===== src/rtl/vga_pkg.sv =====
// ============================================================================
// Module : vga_pkg
// Brief  : Shared 640x480 text-mode timing constants and cell geometry.
// Rev    : 1.0  initial release
// ============================================================================
`default_nettype none

package vga_pkg;

    localparam int c_H_ACTIVE   = 640;
    localparam int c_V_ACTIVE   = 480;
    localparam int c_H_TOTAL    = 800;
    localparam int c_V_TOTAL    = 525;
    localparam int c_COLS       = 80;
    // log2 of the 8-pixel cell width and height
    localparam int c_CELL_SHIFT = 3;

endpackage

`default_nettype wire


===== src/rtl/req_fifo.sv =====
// ============================================================================
// Module : req_fifo
// Brief  : Synchronous power-of-two FIFO holding queued CPU VRAM requests.
// Rev    : 1.0  initial release
// ============================================================================
`default_nettype none

module req_fifo #(
    parameter int WIDTH = 17,
    parameter int DEPTH = 4
) (
    input  logic             clk,
    input  logic             rst,
    input  logic             i_push,
    input  logic [WIDTH-1:0] i_push_data,
    input  logic             i_pop,
    output logic [WIDTH-1:0] o_pop_data,
    output logic             o_full,
    output logic             o_empty
);

    localparam int c_PTR_W = $clog2(DEPTH);

    // Pointers carry one extra wrap bit to tell full from empty
    logic [c_PTR_W:0]   r_wr_ptr;
    logic [c_PTR_W:0]   r_rd_ptr;
    logic [WIDTH-1:0]   r_mem [DEPTH];
    logic               w_do_push;
    logic               w_do_pop;

    assign w_do_push = i_push & ~o_full;
    assign w_do_pop  = i_pop & ~o_empty;

    always_ff @(posedge clk or posedge rst) begin
        if (rst) begin
            r_wr_ptr <= '0;
            r_rd_ptr <= '0;
        end else begin
            if (w_do_push) r_wr_ptr <= r_wr_ptr + (c_PTR_W+1)'(1);
            if (w_do_pop)  r_rd_ptr <= r_rd_ptr + (c_PTR_W+1)'(1);
        end
    end

    always_ff @(posedge clk) begin
        if (w_do_push) r_mem[r_wr_ptr[c_PTR_W-1:0]] <= i_push_data;
    end

    assign o_pop_data = r_mem[r_rd_ptr[c_PTR_W-1:0]];
    assign o_empty    = (r_wr_ptr == r_rd_ptr);
    assign o_full     = (r_wr_ptr[c_PTR_W] != r_rd_ptr[c_PTR_W]) &&
                        (r_wr_ptr[c_PTR_W-1:0] == r_rd_ptr[c_PTR_W-1:0]);

endmodule

`default_nettype wire


===== src/rtl/vram_arbiter.sv =====
// ============================================================================
// Module : vram_arbiter
// Brief  : Shares the single-port text VRAM between scanout prefetch (fixed
//          priority slot) and queued CPU reads/writes; drives the pixel out.
// Rev    : 1.0  initial release
// ============================================================================
`default_nettype none

module vram_arbiter
    import vga_pkg::*;
#(
    parameter int ADDR_W     = 13,
    parameter int DATA_W     = 3,
    parameter int FIFO_DEPTH = 4,
    parameter int H_ACTIVE   = c_H_ACTIVE,
    parameter int V_ACTIVE   = c_V_ACTIVE,
    parameter int H_TOTAL    = c_H_TOTAL,
    parameter int V_TOTAL    = c_V_TOTAL,
    parameter int COLS       = c_COLS
) (
    input  logic              CLK,
    input  logic              RST,
    input  logic [9:0]        x,
    input  logic [9:0]        y,
    input  logic              cpu_valid,
    output logic              cpu_ready,
    input  logic              cpu_we,
    input  logic [ADDR_W-1:0] cpu_addr,
    input  logic [DATA_W-1:0] cpu_wdata,
    output logic              cpu_rvalid,
    output logic [DATA_W-1:0] cpu_rdata,
    output logic [ADDR_W-1:0] ram_addr,
    output logic              ram_we,
    output logic [DATA_W-1:0] ram_wdata,
    input  logic [DATA_W-1:0] ram_q,
    output logic [DATA_W-1:0] pix
);

    localparam int c_ENTRY_W = 1 + ADDR_W + DATA_W;

    logic [10:0]          w_x_plus2;
    logic                 w_hwrap;
    logic [9:0]           w_nx;
    logic [9:0]           w_ny;
    logic                 w_slot;
    logic [ADDR_W-1:0]    w_scan_addr;

    logic                 w_push;
    logic                 w_pop;
    logic                 w_full;
    logic                 w_empty;
    logic [c_ENTRY_W-1:0] w_push_entry;
    logic [c_ENTRY_W-1:0] w_head;
    logic                 w_head_we;
    logic [ADDR_W-1:0]    w_head_addr;
    logic [DATA_W-1:0]    w_head_wdata;

    logic [ADDR_W-1:0]    r_addr_hold;
    logic                 r_scan_pend;
    logic                 r_rd_pend;
    logic                 r_cpu_rvalid;
    logic [DATA_W-1:0]    r_cpu_rdata;
    logic [DATA_W-1:0]    r_cell;

    // Look two pixels ahead: one cycle for RAM latency, one for the cell latch
    always_comb begin
        w_x_plus2 = {1'b0, x} + 11'd2;
        w_hwrap   = (w_x_plus2 >= 11'(H_TOTAL));
        w_nx      = w_hwrap ? 10'(w_x_plus2 - 11'(H_TOTAL)) : w_x_plus2[9:0];
        if (!w_hwrap)
            w_ny = y;
        else if (y == 10'(V_TOTAL - 1))
            w_ny = '0;
        else
            w_ny = y + 10'd1;
    end

    assign w_slot = (w_nx[c_CELL_SHIFT-1:0] == '0) &&
                    (w_nx < 10'(H_ACTIVE)) && (w_ny < 10'(V_ACTIVE));

    assign w_scan_addr = ADDR_W'(w_nx >> c_CELL_SHIFT) +
                         ADDR_W'(w_ny >> c_CELL_SHIFT) * ADDR_W'(COLS);

    assign cpu_ready    = ~w_full;
    assign w_push       = cpu_valid & ~w_full;
    assign w_push_entry = {cpu_we, cpu_addr, cpu_wdata};
    assign w_pop        = ~w_slot & ~w_empty;

    assign w_head_we    = w_head[c_ENTRY_W-1];
    assign w_head_addr  = w_head[DATA_W +: ADDR_W];
    assign w_head_wdata = w_head[DATA_W-1:0];

    req_fifo #(
        .WIDTH (c_ENTRY_W),
        .DEPTH (FIFO_DEPTH)
    ) u_req_fifo (
        .clk         (CLK),
        .rst         (RST),
        .i_push      (w_push),
        .i_push_data (w_push_entry),
        .i_pop       (w_pop),
        .o_pop_data  (w_head),
        .o_full      (w_full),
        .o_empty     (w_empty)
    );

    always_comb begin
        ram_addr  = r_addr_hold;
        ram_we    = 1'b0;
        ram_wdata = '0;
        if (w_slot) begin
            ram_addr = w_scan_addr;
        end else if (w_pop) begin
            ram_addr  = w_head_addr;
            ram_we    = w_head_we;
            ram_wdata = w_head_wdata;
        end
    end

    // Return pipe: the RAM answers one cycle after the address is sampled
    always_ff @(posedge CLK or posedge RST) begin
        if (RST) begin
            r_addr_hold  <= '0;
            r_scan_pend  <= 1'b0;
            r_rd_pend    <= 1'b0;
            r_cpu_rvalid <= 1'b0;
            r_cpu_rdata  <= '0;
            r_cell       <= '0;
        end else begin
            r_addr_hold  <= ram_addr;
            r_scan_pend  <= w_slot;
            r_rd_pend    <= w_pop & ~w_head_we;
            r_cpu_rvalid <= r_rd_pend;
            if (r_scan_pend) r_cell      <= ram_q;
            if (r_rd_pend)   r_cpu_rdata <= ram_q;
        end
    end

    assign cpu_rvalid = r_cpu_rvalid;
    assign cpu_rdata  = r_cpu_rdata;
    assign pix        = ((x < 10'(H_ACTIVE)) && (y < 10'(V_ACTIVE))) ? r_cell : '0;

endmodule

`default_nettype wire


===== config.mk =====
export PLATFORM = sky130hd
export DESIGN_NAME = vram_arbiter
export DESIGN_NICKNAME = d
export VERILOG_FILES = /design/src/rtl/vga_pkg.sv /design/src/rtl/req_fifo.sv /design/src/rtl/vram_arbiter.sv
export SDC_FILE = /design/constraint.sdc
export NUM_CORES = 1
export LEC_CHECK = 0
export ABC_AREA = 1
export CORE_MARGIN = 5
export CORE_UTILIZATION = 45
export DETAILED_ROUTE_END_ITERATION = 8
export HOLD_SLACK_MARGIN = 0.08
export PLACE_DENSITY_LB_ADDON = 0.1
export SLEW_MARGIN = 25
export SYNTH_ARGS = -nofsm -noshare
export SYNTH_HDL_FRONTEND = slang
export SYNTH_HIERARCHICAL = 1
export SYNTH_SLANG_ARGS = --single-unit

===== constraint.sdc =====
create_clock -name CLK -period 7.5 [get_ports CLK]
set_input_delay 1.875 -clock CLK [delete_from_list [all_inputs] [get_ports CLK]]
set_output_delay 1.875 -clock CLK [all_outputs]
set_load 0.01 [all_outputs]

==> results.ini <==
[floorplan]
start_util=0.456
boundaryPins=68
core_sq_um=11300
fp.dieW_um=117
die_area_sq_um=13700
rows=39
die_h_um=117

[final_layout]
mostFrequentLayoutCells=113 x nand2_1, 80 x buf_4, 68 x edfxtp_1
finalInstanceArea_sq_um=7000
antennaDiodeCount=0
drive_gt1_frac=0.231
nNetsFinal=757
area_growth_pct=35.5
layout_commonest_cell=nand2_1

[timing]
setup_violations=0
maxSlewViolCount=0
tightest_slew_ns=1.04
rsz0062_at_grt=yes
fin_crit_ns=7.35
finalCritPeriodShare=0.980
max_freq_mhz=136
relSlewSlack=0.304
skew_ns=0.00701
hold_viol=0

[global_routing]
antenna_found_initial=0
grt_first_pass_wirelength_mm=20.0
overflow=0
grt_max_degree=39
track_usage=0.190
grt_pass1_vias=4177

[clock_network]
postCtsHoldBufs=0
cts_tree=yes
cts_made_buffers=9
htree_levels=3
clockBufferDepth=2
cts_sinks=96
clk_pin_slew_worst_paths_ns=0.07
cts_root_buffer=clkbuf_16
insertion_delay_ns=0.35

[pwr]
power_uw=2390
ir_drop_mv=0.273
p_leak_uw=0.00311
power.density_nw_per_um2=342

[worst_setup_path]
slowest_delay_ns=0.48
critPathMaxFanout=3
crit_family=buffers and inverters
worstSetupStartpointType=primary input
cpMostUsedCell=buf_4
end_kind=primary output
r2r_start=u_req_fifo/r_rd_ptr[1]$_DFFE_PP0P_
arrival_ns=5.47
crit_slowest_cell=clkdlybuf4s50_1
rr_worst_depth=8
reg2reg_slack_ns=4.00
r2r-end=u_req_fifo/r_mem[0][13]$_DFFE_PP_
critical_path_class=primary input to primary output
worstPathRequired_ns=5.62
path_buf_inv=22

[synthesis]
synthSimpleGateAreaFrac=0.208
synth_top_family_by_area=simple AND/OR/NAND/NOR gates
synthXorXnorAreaFrac=0.0291
synth_fa_ha_area_frac=0.0562
synth_nets=613
netlist_area_sq_um=5160
ys_seq_elements=96
synth_compound_area_frac=0.0797
synth.avg_cell_area_sq_um=9.43
seq_area_frac_synth=0.531
synthCells=548
muxShareOfSynthArea=0.0259
ys_types=42
yosys_warnings=6

[detailed_routing]
ant_nets=0
vias=4160
drt_iter0_drc=248
routed_wl_mm=12.4
wl_per_cell_um=14.8
drc=0
viasPerCell=4.95
firstDrtPassIters=4

[min_path]
holdPathStages=0
hold_path_class=flip-flop to flip-flop
min_from=r_rd_pend$_DFF_PP0_
hold_path_end=cpu_rvalid$_DFF_PP0_

[placed_design]
placed_area_sq_um=6370
place_hpwl_mm=8.49
io_buffers=67
place.gp.congestion=0.856

[outcome]
status=finished clean

[run]
max_cap_violations=0

-- metrics by stage --
stage	TNS, ns	utilization	setup slack (ns)	cells	hold slack (ns)
floorplan	0	-	0.300	548	0.416
global placement	-2.24	0.563	-0.607	801	0.442
detailed placement	-2.82	0.563	-0.701	801	0.442
CTS	0	0.608	0.0173	837	0.458
global route	-0.158	0.618	-0.106	840	0.482
finish	0	0.618	0.152	840	0.450
-- Yosys cell counts (all sizes together) --
cell    number  area (sq um)
nand2      127           528
inv         72           270
edfxtp      68          2040
nor2        62           253
o21ai       43           215
nand3       42           233
dfrtp       28           701
ha          20           250
o22ai       18           113
buf         11          71.3
mux2i       10           100
xor2         9          78.8
a21oi        8          51.3
xnor2        6          71.3
clkbuf       4          17.5
mux2         3          33.8
nand4        3          18.8
nor3         3          15.0
fa           2          40.0
o21bai       2          15.0
a31o         1          8.76
and2         1          6.26
clkinv       1          3.75
nand3b       1          7.51
nor4         1          6.26
o311ai       1          8.76
or2          1          6.26
-- power breakdown --
group | total (uW) | leakage (uW) | internal, uW | switching [uW]
Sequential | 811 | 0.000956 | 740 | 71.1
Clock | 439 | 0.000140 | 232 | 208
Combinational | 1140 | 0.00201 | 497 | 645
Total | 2390 | 0.00311 | 1470 | 924
-- cell type report --
| cell class | instances | area (sq um) |
|---|---|---|
| clock buffer | 9 | 225 |
| clock inverter | 7 | 61.3 |
| fill | 983 | 4320 |
| inverter | 73 | 277 |
| multi-input combinational | 364 | 2250 |
| sequential | 96 | 2740 |
| tap | 143 | 179 |
| timing repair buffer | 148 | 1260 |
-- timing repair --
item                                    4_1_cts  5_1_grt
endpoints found under the setup margin        7        8
pin swaps                                    19       19
resized for setup                            35       28
setup buffers                                20        3
-- how the worst max path moves through the flow --
| stage | slack (ns) | endpoint | startpoint | cells after the start |
|---|---|---|---|---|
| CTS | 0.02 | ram_addr[12] | x[5] | 25 |
| detailed placement | -0.70 | ram_addr[12] | x[1] | 27 |
| global placement | -0.61 | ram_addr[12] | x[1] | 27 |
| floorplan | 0.30 | ram_addr[12] | x[1] | 25 |
| finish | 0.15 | ram_addr[3] | x[2] | 29 |
| global route | -0.11 | ram_addr[12] | x[2] | 27 |
-- routing by layer --
layer,global-route usage,up-vias,wire [um]
li1,-,2119,-
met1,0.249,1949,5580
met2,0.325,79,6150
met3,0.0334,13,550
met4,0.0543,0,138
met5,0,-,0
-- cells by family after synthesis --
group | after synthesis
and+or+nand+nor | 241
DFF | 96
buffers and inverters | 88
AOI/OAI and AO/OA | 73
adders and majority gates | 22
xor gates and xnor gates | 15
muxes | 13
-- registers in the layout, indices dropped and copies added, names as in the netlist --
name and cells:
u_req_fifo/r_rd_ptr 3, r_addr_hold 13, cpu_rvalid 1, r_cell 3, u_req_fifo/r_wr_ptr 3, r_scan_pend 1
u_req_fifo/r_mem 68, r_rd_pend 1, cpu_rdata 3
No activity file was read; power rests on OpenSTA's default activity.
